[src/rtl/histogram_bin_arbiter_pkg.sv]
// Shared definitions for the histogram bin arbiter: default widths,
// FSM state encoding and pipeline operation type.
// Optional feature macro: HIST_BIN_SATURATE_EN (see histogram_bin_arbiter.sv).
package histogram_pkg;

   localparam int ADDR_WIDTH_DEF = 8;
   localparam int DATA_WIDTH_DEF = 32;

   typedef enum logic [1:0] {
      RUN   = 2'd0,
      DRAIN = 2'd1,
      CLEAR = 2'd2
   } state_e;

   typedef enum logic [1:0] {
      NONE = 2'd0,
      UPD  = 2'd1,
      RD   = 2'd2
   } op_e;

endpackage

[src/rtl/histogram_bin_arbiter_if.sv]
// Bundle of the host-side request/response signals and the bin RAM port.
// The slave modport is the arbiter's view; master is the host/RAM view.
// Optional feature macro: HIST_BIN_SATURATE_EN (no effect on this file).
interface histogram_bin_arbiter_if
   import histogram_pkg::*;
#(
   parameter int ADDR_WIDTH = ADDR_WIDTH_DEF,
   parameter int DATA_WIDTH = DATA_WIDTH_DEF
);

   logic                  upd_valid;
   logic [ADDR_WIDTH-1:0] upd_bin;
   logic                  upd_ready;
   logic                  rd_valid;
   logic [ADDR_WIDTH-1:0] rd_bin;
   logic                  rd_ready;
   logic                  rd_data_valid;
   logic [DATA_WIDTH-1:0] rd_data;
   logic                  clr_start;
   logic                  clr_busy;
   logic [ADDR_WIDTH-1:0] mem_raddr;
   logic [DATA_WIDTH-1:0] mem_rdata;
   logic [ADDR_WIDTH-1:0] mem_waddr;
   logic [DATA_WIDTH-1:0] mem_wdata;
   logic                  mem_wen;

   modport slave (
      input  upd_valid, upd_bin, rd_valid, rd_bin, clr_start, mem_rdata,
      output upd_ready, rd_ready, rd_data_valid, rd_data, clr_busy,
             mem_raddr, mem_waddr, mem_wdata, mem_wen
   );

   modport master (
      output upd_valid, upd_bin, rd_valid, rd_bin, clr_start, mem_rdata,
      input  upd_ready, rd_ready, rd_data_valid, rd_data, clr_busy,
             mem_raddr, mem_waddr, mem_wdata, mem_wen
   );

endinterface

[src/rtl/histogram_bin_arbiter_rr_arb2.sv]
// Two-requester round-robin arbiter (read vs update). After reset the read
// side has priority; whichever side wins hands priority to the other.
// Optional feature macro: HIST_BIN_SATURATE_EN (no effect on this file).
module hist_rr_arb2 (
   input  logic clk_i,
   input  logic rst_ni,
   input  logic en_i,
   input  logic rd_req_i,
   input  logic upd_req_i,
   output logic rd_ready_o,
   output logic upd_ready_o,
   output logic rd_gnt_o,
   output logic upd_gnt_o
);

   logic prio_upd_q;
   logic prio_upd_d;
   logic conflict;

   // Readiness only drops for the side that loses a simultaneous request,
   // so a lone requester is always accepted while enabled.
   always_comb begin
      conflict    = rd_req_i & upd_req_i;
      rd_ready_o  = en_i & ~(conflict & prio_upd_q);
      upd_ready_o = en_i & ~(conflict & ~prio_upd_q);
      rd_gnt_o    = rd_ready_o & rd_req_i;
      upd_gnt_o   = upd_ready_o & upd_req_i;
      prio_upd_d  = prio_upd_q;
      if (rd_gnt_o) begin
         prio_upd_d = 1'b1;
      end else if (upd_gnt_o) begin
         prio_upd_d = 1'b0;
      end
   end

   // Priority pointer: low means read is favoured on the next conflict.
   always_ff @(posedge clk_i or negedge rst_ni) begin
      if (!rst_ni) begin
         prio_upd_q <= 1'b0;
      end else begin
         prio_upd_q <= prio_upd_d;
      end
   end

endmodule

[src/rtl/histogram_bin_arbiter.sv]
// Histogram bin arbiter: accepts one increment or read per cycle into a
// two-stage RAM pipeline (S0 issues the read address, S1 completes the op),
// forwards the previous write on a same-bin hazard, and runs a bulk clear.
// Optional feature macro: HIST_BIN_SATURATE_EN -- when defined, incrementing
// a bin at its maximum value leaves it at the maximum instead of wrapping.
module histogram_bin_arbiter
   import histogram_pkg::*;
#(
   parameter int ADDR_WIDTH = ADDR_WIDTH_DEF,
   parameter int DATA_WIDTH = DATA_WIDTH_DEF
) (
   input  logic                    clk_i,
   input  logic                    rst_ni,
   histogram_bin_arbiter_if.slave  bus_io
);

   state_e                state_q;
   logic [ADDR_WIDTH-1:0] clr_cnt_q;
   logic                  clr_busy_q;
   logic                  clr_done_q;

   op_e                   s1_op_q;
   logic [ADDR_WIDTH-1:0] s1_bin_q;

   logic                  fwd_valid_q;
   logic [ADDR_WIDTH-1:0] fwd_bin_q;
   logic [DATA_WIDTH-1:0] fwd_data_q;

   logic                  clr_accept;
   logic                  arb_en;
   logic                  rd_gnt;
   logic                  upd_gnt;
   logic                  rd_ready;
   logic                  upd_ready;
   op_e                   s0_op;
   logic [ADDR_WIDTH-1:0] s0_bin;
   logic [DATA_WIDTH-1:0] old_val;
   logic [DATA_WIDTH-1:0] upd_wdata;

   // A clear is only taken in RUN and only when no clear is still being
   // wound down; in that same cycle no host request may enter the pipeline.
   always_comb begin
      clr_accept = (state_q == RUN) & bus_io.clr_start & ~clr_busy_q;
      arb_en     = (state_q == RUN) & ~clr_accept;
   end

   hist_rr_arb2 u_arb (
      .clk_i       (clk_i),
      .rst_ni      (rst_ni),
      .en_i        (arb_en),
      .rd_req_i    (bus_io.rd_valid),
      .upd_req_i   (bus_io.upd_valid),
      .rd_ready_o  (rd_ready),
      .upd_ready_o (upd_ready),
      .rd_gnt_o    (rd_gnt),
      .upd_gnt_o   (upd_gnt)
   );

   // Stage S0: the granted op presents its bin to the RAM read port now.
   always_comb begin
      s0_op  = NONE;
      s0_bin = '0;
      if (upd_gnt) begin
         s0_op  = UPD;
         s0_bin = bus_io.upd_bin;
      end else if (rd_gnt) begin
         s0_op  = RD;
         s0_bin = bus_io.rd_bin;
      end
   end

   // Stage S1: the RAM read is stale when the previous op wrote this bin in
   // the same cycle the read was issued, so take the forwarded value then.
   always_comb begin
      if (fwd_valid_q && (fwd_bin_q == s1_bin_q)) begin
         old_val = fwd_data_q;
      end else begin
         old_val = bus_io.mem_rdata;
      end
`ifdef HIST_BIN_SATURATE_EN
      if (old_val == {DATA_WIDTH{1'b1}}) begin
         upd_wdata = old_val;
      end else begin
         upd_wdata = old_val + 1'b1;
      end
`else
      upd_wdata = old_val + 1'b1;
`endif
   end

   // Output drive: clear writes take the write port in CLEAR, updates write
   // from S1, reads return data from S1; idle cycles drive zeros.
   always_comb begin
      bus_io.upd_ready     = upd_ready;
      bus_io.rd_ready      = rd_ready;
      bus_io.clr_busy      = clr_busy_q;
      bus_io.mem_raddr     = s0_bin;
      bus_io.mem_wen       = 1'b0;
      bus_io.mem_waddr     = '0;
      bus_io.mem_wdata     = '0;
      bus_io.rd_data_valid = 1'b0;
      bus_io.rd_data       = '0;
      if (state_q == CLEAR) begin
         bus_io.mem_wen   = 1'b1;
         bus_io.mem_waddr = clr_cnt_q;
      end else if (s1_op_q == UPD) begin
         bus_io.mem_wen   = 1'b1;
         bus_io.mem_waddr = s1_bin_q;
         bus_io.mem_wdata = upd_wdata;
      end else if (s1_op_q == RD) begin
         bus_io.rd_data_valid = 1'b1;
         bus_io.rd_data       = old_val;
      end
   end

   // Pipeline registers: S0 moves into S1, and every S1 update is
   // remembered for one cycle so the following op can forward from it.
   always_ff @(posedge clk_i or negedge rst_ni) begin
      if (!rst_ni) begin
         s1_op_q     <= NONE;
         s1_bin_q    <= '0;
         fwd_valid_q <= 1'b0;
         fwd_bin_q   <= '0;
         fwd_data_q  <= '0;
      end else begin
         s1_op_q     <= s0_op;
         s1_bin_q    <= s0_bin;
         fwd_valid_q <= (s1_op_q == UPD) && (state_q != CLEAR);
         fwd_bin_q   <= s1_bin_q;
         fwd_data_q  <= upd_wdata;
      end
   end

   // Control FSM: RUN serves requests, DRAIN gives the last S1 op a cycle to
   // retire, CLEAR zeroes every bin in ascending order. The busy flag stays
   // up for one extra cycle after the final zero write.
   always_ff @(posedge clk_i or negedge rst_ni) begin
      if (!rst_ni) begin
         state_q    <= RUN;
         clr_cnt_q  <= '0;
         clr_busy_q <= 1'b0;
         clr_done_q <= 1'b0;
      end else begin
         clr_done_q <= 1'b0;
         if (clr_done_q) begin
            clr_busy_q <= 1'b0;
         end
         case (state_q)
            RUN: begin
               if (clr_accept) begin
                  state_q    <= DRAIN;
                  clr_busy_q <= 1'b1;
               end
            end
            DRAIN: begin
               state_q   <= CLEAR;
               clr_cnt_q <= '0;
            end
            CLEAR: begin
               clr_cnt_q <= clr_cnt_q + 1'b1;
               if (clr_cnt_q == {ADDR_WIDTH{1'b1}}) begin
                  state_q    <= RUN;
                  clr_done_q <= 1'b1;
               end
            end
            default: begin
               state_q <= RUN;
            end
         endcase
      end
   end

endmodule

[src/flat_wrapper.sv]
// flat-port wrapper written by rule: the top's interface ports become plain ports
module histogram_bin_arbiter_flat import histogram_pkg::*;
#(
   parameter int ADDR_WIDTH = ADDR_WIDTH_DEF,
   parameter int DATA_WIDTH = DATA_WIDTH_DEF
)
  (clk_i, rst_ni, bus_io_upd_valid, bus_io_upd_bin, bus_io_rd_valid, bus_io_rd_bin, bus_io_clr_start, bus_io_mem_rdata, bus_io_upd_ready, bus_io_rd_ready, bus_io_rd_data_valid, bus_io_rd_data, bus_io_clr_busy, bus_io_mem_raddr, bus_io_mem_waddr, bus_io_mem_wdata, bus_io_mem_wen);
  histogram_bin_arbiter_if #(.ADDR_WIDTH(ADDR_WIDTH), .DATA_WIDTH(DATA_WIDTH)) bus_io_i ();
  input  logic clk_i;
  input  logic rst_ni;
  input wire logic [$bits(bus_io_i.upd_valid)-1:0] bus_io_upd_valid;
  input wire logic [$bits(bus_io_i.upd_bin)-1:0] bus_io_upd_bin;
  input wire logic [$bits(bus_io_i.rd_valid)-1:0] bus_io_rd_valid;
  input wire logic [$bits(bus_io_i.rd_bin)-1:0] bus_io_rd_bin;
  input wire logic [$bits(bus_io_i.clr_start)-1:0] bus_io_clr_start;
  input wire logic [$bits(bus_io_i.mem_rdata)-1:0] bus_io_mem_rdata;
  output wire logic [$bits(bus_io_i.upd_ready)-1:0] bus_io_upd_ready;
  output wire logic [$bits(bus_io_i.rd_ready)-1:0] bus_io_rd_ready;
  output wire logic [$bits(bus_io_i.rd_data_valid)-1:0] bus_io_rd_data_valid;
  output wire logic [$bits(bus_io_i.rd_data)-1:0] bus_io_rd_data;
  output wire logic [$bits(bus_io_i.clr_busy)-1:0] bus_io_clr_busy;
  output wire logic [$bits(bus_io_i.mem_raddr)-1:0] bus_io_mem_raddr;
  output wire logic [$bits(bus_io_i.mem_waddr)-1:0] bus_io_mem_waddr;
  output wire logic [$bits(bus_io_i.mem_wdata)-1:0] bus_io_mem_wdata;
  output wire logic [$bits(bus_io_i.mem_wen)-1:0] bus_io_mem_wen;
  assign bus_io_i.upd_valid = bus_io_upd_valid;
  assign bus_io_i.upd_bin = bus_io_upd_bin;
  assign bus_io_i.rd_valid = bus_io_rd_valid;
  assign bus_io_i.rd_bin = bus_io_rd_bin;
  assign bus_io_i.clr_start = bus_io_clr_start;
  assign bus_io_i.mem_rdata = bus_io_mem_rdata;
  assign bus_io_upd_ready = bus_io_i.upd_ready;
  assign bus_io_rd_ready = bus_io_i.rd_ready;
  assign bus_io_rd_data_valid = bus_io_i.rd_data_valid;
  assign bus_io_rd_data = bus_io_i.rd_data;
  assign bus_io_clr_busy = bus_io_i.clr_busy;
  assign bus_io_mem_raddr = bus_io_i.mem_raddr;
  assign bus_io_mem_waddr = bus_io_i.mem_waddr;
  assign bus_io_mem_wdata = bus_io_i.mem_wdata;
  assign bus_io_mem_wen = bus_io_i.mem_wen;
  histogram_bin_arbiter #(.ADDR_WIDTH(ADDR_WIDTH), .DATA_WIDTH(DATA_WIDTH)) u_core (.clk_i(clk_i), .rst_ni(rst_ni), .bus_io(bus_io_i));
endmodule
[config.mk]
export PLATFORM = sky130hd
export DESIGN_NAME = histogram_bin_arbiter_flat
export DESIGN_NICKNAME = d
export VERILOG_FILES = /design/src/rtl/histogram_bin_arbiter_pkg.sv /design/src/rtl/histogram_bin_arbiter_if.sv /design/src/rtl/histogram_bin_arbiter_rr_arb2.sv /design/src/rtl/histogram_bin_arbiter.sv /design/src/flat_wrapper.sv
export SDC_FILE = /design/constraint.sdc
export NUM_CORES = 1
export LEC_CHECK = 0
export CELL_PAD_IN_SITES_DETAIL_PLACEMENT = 1
export CELL_PAD_IN_SITES_GLOBAL_PLACEMENT = 1
export CORE_ASPECT_RATIO = 0.8
export CORE_MARGIN = 3
export CORE_UTILIZATION = 35
export CTS_BUF_LIST = sky130_fd_sc_hd__clkbuf_8
export DETAILED_ROUTE_END_ITERATION = 8
export PLACE_DENSITY_LB_ADDON = 0.12
export SETUP_SLACK_MARGIN = 0.02
export SLEW_MARGIN = 20
export SYNTH_ARGS = -nofsm -noshare
export SYNTH_HDL_FRONTEND = slang
export SYNTH_SLANG_ARGS = --single-unit
[constraint.sdc]
create_clock -name clk_i -period 5.1 [get_ports clk_i]
set_input_delay 0.51 -clock clk_i [delete_from_list [all_inputs] [get_ports clk_i]]
set_output_delay 0.51 -clock clk_i [all_outputs]
set_load 0.02 [all_outputs]
# [Yosys cells after proc, flatten, opt, wreduce, memory -nomap -nowiden]
# Cells that the tools add are included.
[op_classes] n_div=0 bitwise=15 n_reduce_logical=6 n_addsub=2 mux=28 order_cmp=0 shifts=0 multipliers=0 n_eq_ne=9
[ops] cell="$mux W32" n=6
[ops] cell="$add A32 B1 Y32 const B" n=1
[ops] cell="$mux W8" n=4
[ops] cell="$pmux W8 S2" n=1
[ops] cell="$mux W1" n=12
[ops] cell="$and A1 B1 Y1" n=10
[ops] cell="$add A8 B1 Y8 const B" n=1
[ops] cell="$eq A8 B8 Y1" n=1
[ops] cell="$eq A8 B8 Y1 const B" n=1
[ops] cell="$mux W2" n=4
[ops] cell="$pmux W2 S3" n=1
[ops] cell="$not A1 Y1" n=5
[ops] cell="$eq A2 B1 Y1 const B" n=2
[ops] cell="$eq A2 B2 Y1 const B" n=2
[ops] cell="$ne A2 B2 Y1 const B" n=2
[ops] cell="$reduce_bool A2 Y1" n=2
[ops] cell="$logic_and A1 B1 Y1" n=2
[ops] cell="$logic_not A2 Y1" n=1
[ops] cell="$ne A2 B1 Y1 const B" n=1
[ops] cell="$reduce_and A2 Y1" n=1
[totals] latchBits=0 in_bits=53 mem_bits_ro=0 output_inout_bits=85 ff_bits=64 memories=0 ramBits=0

# [Logic depth before layout (Yosys ltp)]
[depth] word_depth=9 ltp_mapped=16

# [Hierarchy]
# A second synthesis with hierarchy kept.
[unflattened] cells_unflattened=554 area_unflattened_um2=4473.0
[by_module_without_submodules] mod="histogram_bin_arbiter" cells_per_inst=544 area_per_inst_um2=4399.2 instances=1 seq_area_each_um2=1576.5
[by_module_without_submodules] mod="hist_rr_arb2" cells_per_inst=10 area_per_inst_um2=73.8 instances=1 seq_area_each_um2=25.0

# [Worst setup path before layout]
# No wires, ideal clock.
[synth_timing] path_kind="register -> output" from="register u_core.s1_bin_q[3]" to="output port bus_io_mem_wdata[28]" t_arrival_ns=3.860 path_stages_with_launch=17 setup_slack_ns=0.730 path_cell_list="dfrtp_1 > xnor2_1 > nand3_1 > nor3_2 > buf_2 > buf_2 > buf_2 > nand2_1 > nand2_1 > ha_1 > buf_2 > inv_1 > nor4_1 > nand4b_1 > mux2_2 > o31a_1 > nor3_1"
[synth_via] elab_chain_len=6
[synth_lines] element="from (decl)" line_no="histogram_bin_arbiter.sv:23" text="logic [ADDR_WIDTH-1:0] s1_bin_q;"
[synth_lines] element="from (signal assigned)" line_no="histogram_bin_arbiter.sv:127" text="s1_bin_q <= s0_bin;"
[synth_lines] element="$eq A8 B8 Y1" line_no="histogram_bin_arbiter.sv:75" text="if (fwd_valid_q && (fwd_bin_q == s1_bin_q)) begin"
[synth_lines] element="$logic_and A1 B1 Y1" line_no="histogram_bin_arbiter.sv:75"
[synth_lines] element="$mux W32" line_no="histogram_bin_arbiter.sv:75"
[synth_lines] element="$add A32 B1 Y32" line_no="histogram_bin_arbiter.sv:87" text="upd_wdata = old_val + 1'b1;"
[synth_lines] element="$mux W32" line_no="histogram_bin_arbiter.sv:106" text="end else if (s1_op_q == UPD) begin"
[synth_lines] element="$mux W32" line_no="histogram_bin_arbiter.sv:103" text="if (state_q == CLEAR) begin"
[synth_lines] element="to (decl)" line_no="flat_wrapper.sv:24" text="output wire logic [$bits(bus_io_i.mem_wdata)-1:0] bus_io_mem_wdata;"
# Every way passes these cells.

# [Worst setup path in the final report]
[layout_timing] from="register u_core.s1_bin_q[2]" to="output port bus_io_mem_wdata[28]"
# The elaborated chain is that of the path after synthesis.

==> Flow_metrics.wiki <==
{| class="wikitable"
! Metric !! Value
|-
| First-pass GRT wire length || 25400 um
|-
| Via-per-instance ratio || 5.30
|-
| Post-synthesis instance total || 542
|-
| Total count of hold-check failures in the final report || 0
|-
| Flop-to-flop setup slack || 1880 ps
|-
| I/O pins || 138
|-
| Detail Placement HPWL || 11800 um
|-
| Critical path start-end classification || flip-flop to primary output
|-
| Maximum number of pins on one net before global-route repair || 65
|-
| Transition time of the tightest slew-check pin || 867 ps
|-
| Count of TritonRoute iterations in the first routing pass || 4
|-
| Relative max-transition margin || 42.2%
|-
| Async SR Flop Fraction || 100%
|-
| Final setup fails || 0
|-
| Final standard cell utilization of the core || 50.3%
|-
| Total inserted antenna cells || 0
|-
| Clock-pin slew reported for the worst setup and hold paths after clock tree synthesis || 90 ps
|-
| Max capacitance violation total || 0
|-
| Sequential share of the synthesized area || 36.1%
|-
| Root Buffer Master || clkbuf_8
|-
| Fraction of the cycle the final worst path needs || 92.7%
|-
| Netlist Area Pre-Place || 4440 um^2
|-
| Placement Rows || 36
|-
| Peak ir drop on the vdd network || 0.188 mV
|-
| Setup repair after global routing missed its margin || false
|-
| Post-layout net count || 732
|-
| Die extent in x || 132 um
|-
| Cell depth of the worst flop-to-flop path || 12
|-
| Layout cells sized above 1 || 6.34%
|-
| Total negative slack for setup checks || 0 ps
|-
| Leakage Power || 2.42 nW
|-
| Number of buffers inserted to repair setup after CTS || 0
|-
| Remaining global-route overflow || 0
|-
| Final GP Congestion || 0.841
|-
| Count of cell types in the netlist || 44
|-
| Post-synth EDFFs || 0
|-
| Detailed router's first-iteration violation count || 328
|-
| Highest achievable clock rate || 0.212 GHz
|-
| Result of the run || completed
|-
| Remaining DRCs || 0
|-
| Routed wire length || 15600 um
|-
| Number of buffers created by CTS || 9
|-
| Final Instance Area || 6180 um^2
|-
| Peak fanout along the critical path || 13
|-
| FILL cells || 1473
|-
| Final antenna-violating net count || 0
|-
| Layout overhead on the synthesized area || 39.2%
|-
| Startpoint of the most critical register-to-register path || u_core.s1_bin_q[2]$_DFF_PN0_
|-
| Synthesized net count || 601
|-
| Synthesized area divided by synthesized cell count || 8.19 um^2
|-
| Die area || 14100 um^2
|-
| Worst EP arrival || 4220 ps
|-
| Number of warnings reported in the yosys synthesis log || 0
|-
| Pins over their slew limit || 0
|-
| Worst hold-check path type || input port to asynchronous set/reset pin
|-
| Critical Path Sink Type || primary output
|-
| Clock network latency to the later pin of the worst-skew pair || 370 ps
|-
| Area of the core || 12300 um^2
|-
| Flip-flop cell with the highest count after synthesis || dfrtp_1
|-
| Worst Skew || 11.3 ps
|-
| Die height || 107 um
|-
| Starting density of the core || 36.1%
|-
| Overall fraction of global-route tracks in use || 22.6%
|-
| Flop and latch count out of synthesis || 64
|-
| Port-buffer cells || 137
|-
| Antenna violations before repair || 0
|-
| Wirelength per Cell || 18.3 um
|-
| Data required time of the worst path || 4590 ps
|-
| Endpoint of the most critical register-to-register path || u_core.fwd_data_q[28]$_DFF_PN0_
|-
| Power density normalized to cell area || 355 nW/um^2
|-
| Area after detailed placement || 5990 um^2
|-
| Number of global-route vias before repair || 4773
|-
| Maximum level of the CTS H-tree || 3
|-
| Bufs on Longest Clock Path || 2
|-
| Post-layout total power || 2.19 mW
|-
| Number of vias in the routed layout || 4496
|-
| Startpoint class of the critical path || flip-flop
|-
| Post-layout minimum cycle time || 4730 ps
|-
| CTS tree || built
|-
| TritonCTS sink count || 64
|}
[synth_stat cells, drive strengths merged (10+ instances only)]
cell type  count  area, um^2
nand4         18         125
and2          21         131
xnor2         32         280
xor2          22         193
a22o          17         149
and3          11        68.8
o21ai         15        75.1
inv           14        52.6
mux2i         22         220
dfrtp         64        1600
nor3          10        55.1
nand3         31         155
nand2         90         338
a21oi         38         190
clkbuf        18        68.8
buf           10        48.8
nor2          55         206
[cell families (layout without fill, tap and decap cells)]
| family | after synthesis | count (layout) | synth area share, % |
|---|---|---|---|
| and+or+nand+nor | 253 | 253 | 27.2 |
| DFF | 64 | 64 | 36.1 |
| adders and majority gates | 6 | 6 | 1.69 |
| AOI/OAI and AO/OA | 94 | 94 | 13.5 |
| muxes | 29 | 29 | 6.99 |
| xor gates and xnor gates | 54 | 54 | 10.7 |
| buffers and inverters | 42 | 178 | 3.83 |
[critical path, cell delays in order, from the launching register on]
cell	delay, ps
dfrtp_1	430
xnor2_1	140
nand4_1	170
or3_1	440
nand2_1	120
nand2_1	130
ha_1	180
inv_1	110
nor4_2	480
nand4b_1	150
mux2_2	340
o31a_1	310
nor3_1	200
clkdlybuf4s50_1	640
[how the worst max path moves through the flow]
stage	startpoint	to	slack, ps	cells past startpoint
after global routing	u_core.s1_bin_q[5]$_DFF_PN0_	bus_io_mem_wdata[28]	30	13
final	u_core.s1_bin_q[2]$_DFF_PN0_	bus_io_mem_wdata[28]	370	13
after CTS	u_core.s1_bin_q[2]$_DFF_PN0_	bus_io_mem_wdata[28]	120	13
after floorplan	u_core.s1_bin_q[3]$_DFF_PN0_	bus_io_mem_wdata[28]	730	16
after global placement	u_core.s1_bin_q[5]$_DFF_PN0_	bus_io_mem_wdata[28]	700	13
after detailed placement	u_core.s1_bin_q[3]$_DFF_PN0_	bus_io_mem_wdata[28]	550	13
[cells in the final DEF, fill, tap and decap left out, types with 11 or more instances in the layout]
cell type        Yosys  final
buf_4                0     11
a22o_1              17     17
xnor2_1             32     32
mux2i_1             22     22
and3_1              11     11
o21ai_0             15     15
nand4_1             16     16
inv_1               14     14
a21oi_1             38     38
xor2_1              22     22
clkdlybuf4s50_1      0    136
and2_1              20     20
nand3_1             31     31
nor2_1              55     55
dfrtp_1             64     64
nand2_1             90     90
[layout make-up]
class	count	area, um^2	area share, %
clock buffers	10	138	2.23
clock inverters	6	43.8	0.709
inverters	14	52.6	0.850
multi-input cells	436	2680	43.4
flip-flops and latches	64	1600	25.9
well taps	171	214	3.46
repair buffers	148	1450	23.4
[stage by stage]
step           hold WS (ps)  cells  setup slack [ps]
2_1_floorplan           214    542               730
3_3_place_gp            399    833               703
3_5_place_dp            412    833               553
4_1_cts                 376    849               120
5_1_grt                 405    849              33.9
6_report                323    849               375
[metal layers]
layer / routed length, um / part of all wire [%] / GRT usage [%] / vias to the layer above
met1: 7530 / 48 / 31.1 / 2193
met5: 0 / 0 / 0 / -
li1: - / - / - / 2151
met4: 160 / 1.0 / 5.10 / 0
met2: 6990 / 45 / 35.9 / 138
met3: 893 / 5.7 / 5.77 / 14
[power by group]
part	total (mW)	internal, mW	switching [mW]
logic	1.09	0.457	0.632
clock network	0.421	0.190	0.230
registers	0.686	0.600	0.0861
total	2.19	1.25	0.948
[state kept, by name, indices dropped and copies added, names as in the netlist]
name / count
u_core.clr_cnt_q: 8
u_core.bus_io.clr_busy: 1
u_core.s1_op_q: 2
u_core.clr_done_q: 1
u_core.state_q: 2
u_core.fwd_data_q: 32
u_core.u_arb.prio_upd_q: 1
u_core.fwd_valid_q: 1
u_core.fwd_bin_q: 8
u_core.s1_bin_q: 8
[what timing repair did]
action | CTS | global route
gates resized for setup | 0 | 1
hold buffers | 0 | 0
endpoints found under the setup margin | 0 | 2
Power figures use the tool's default switching activity.
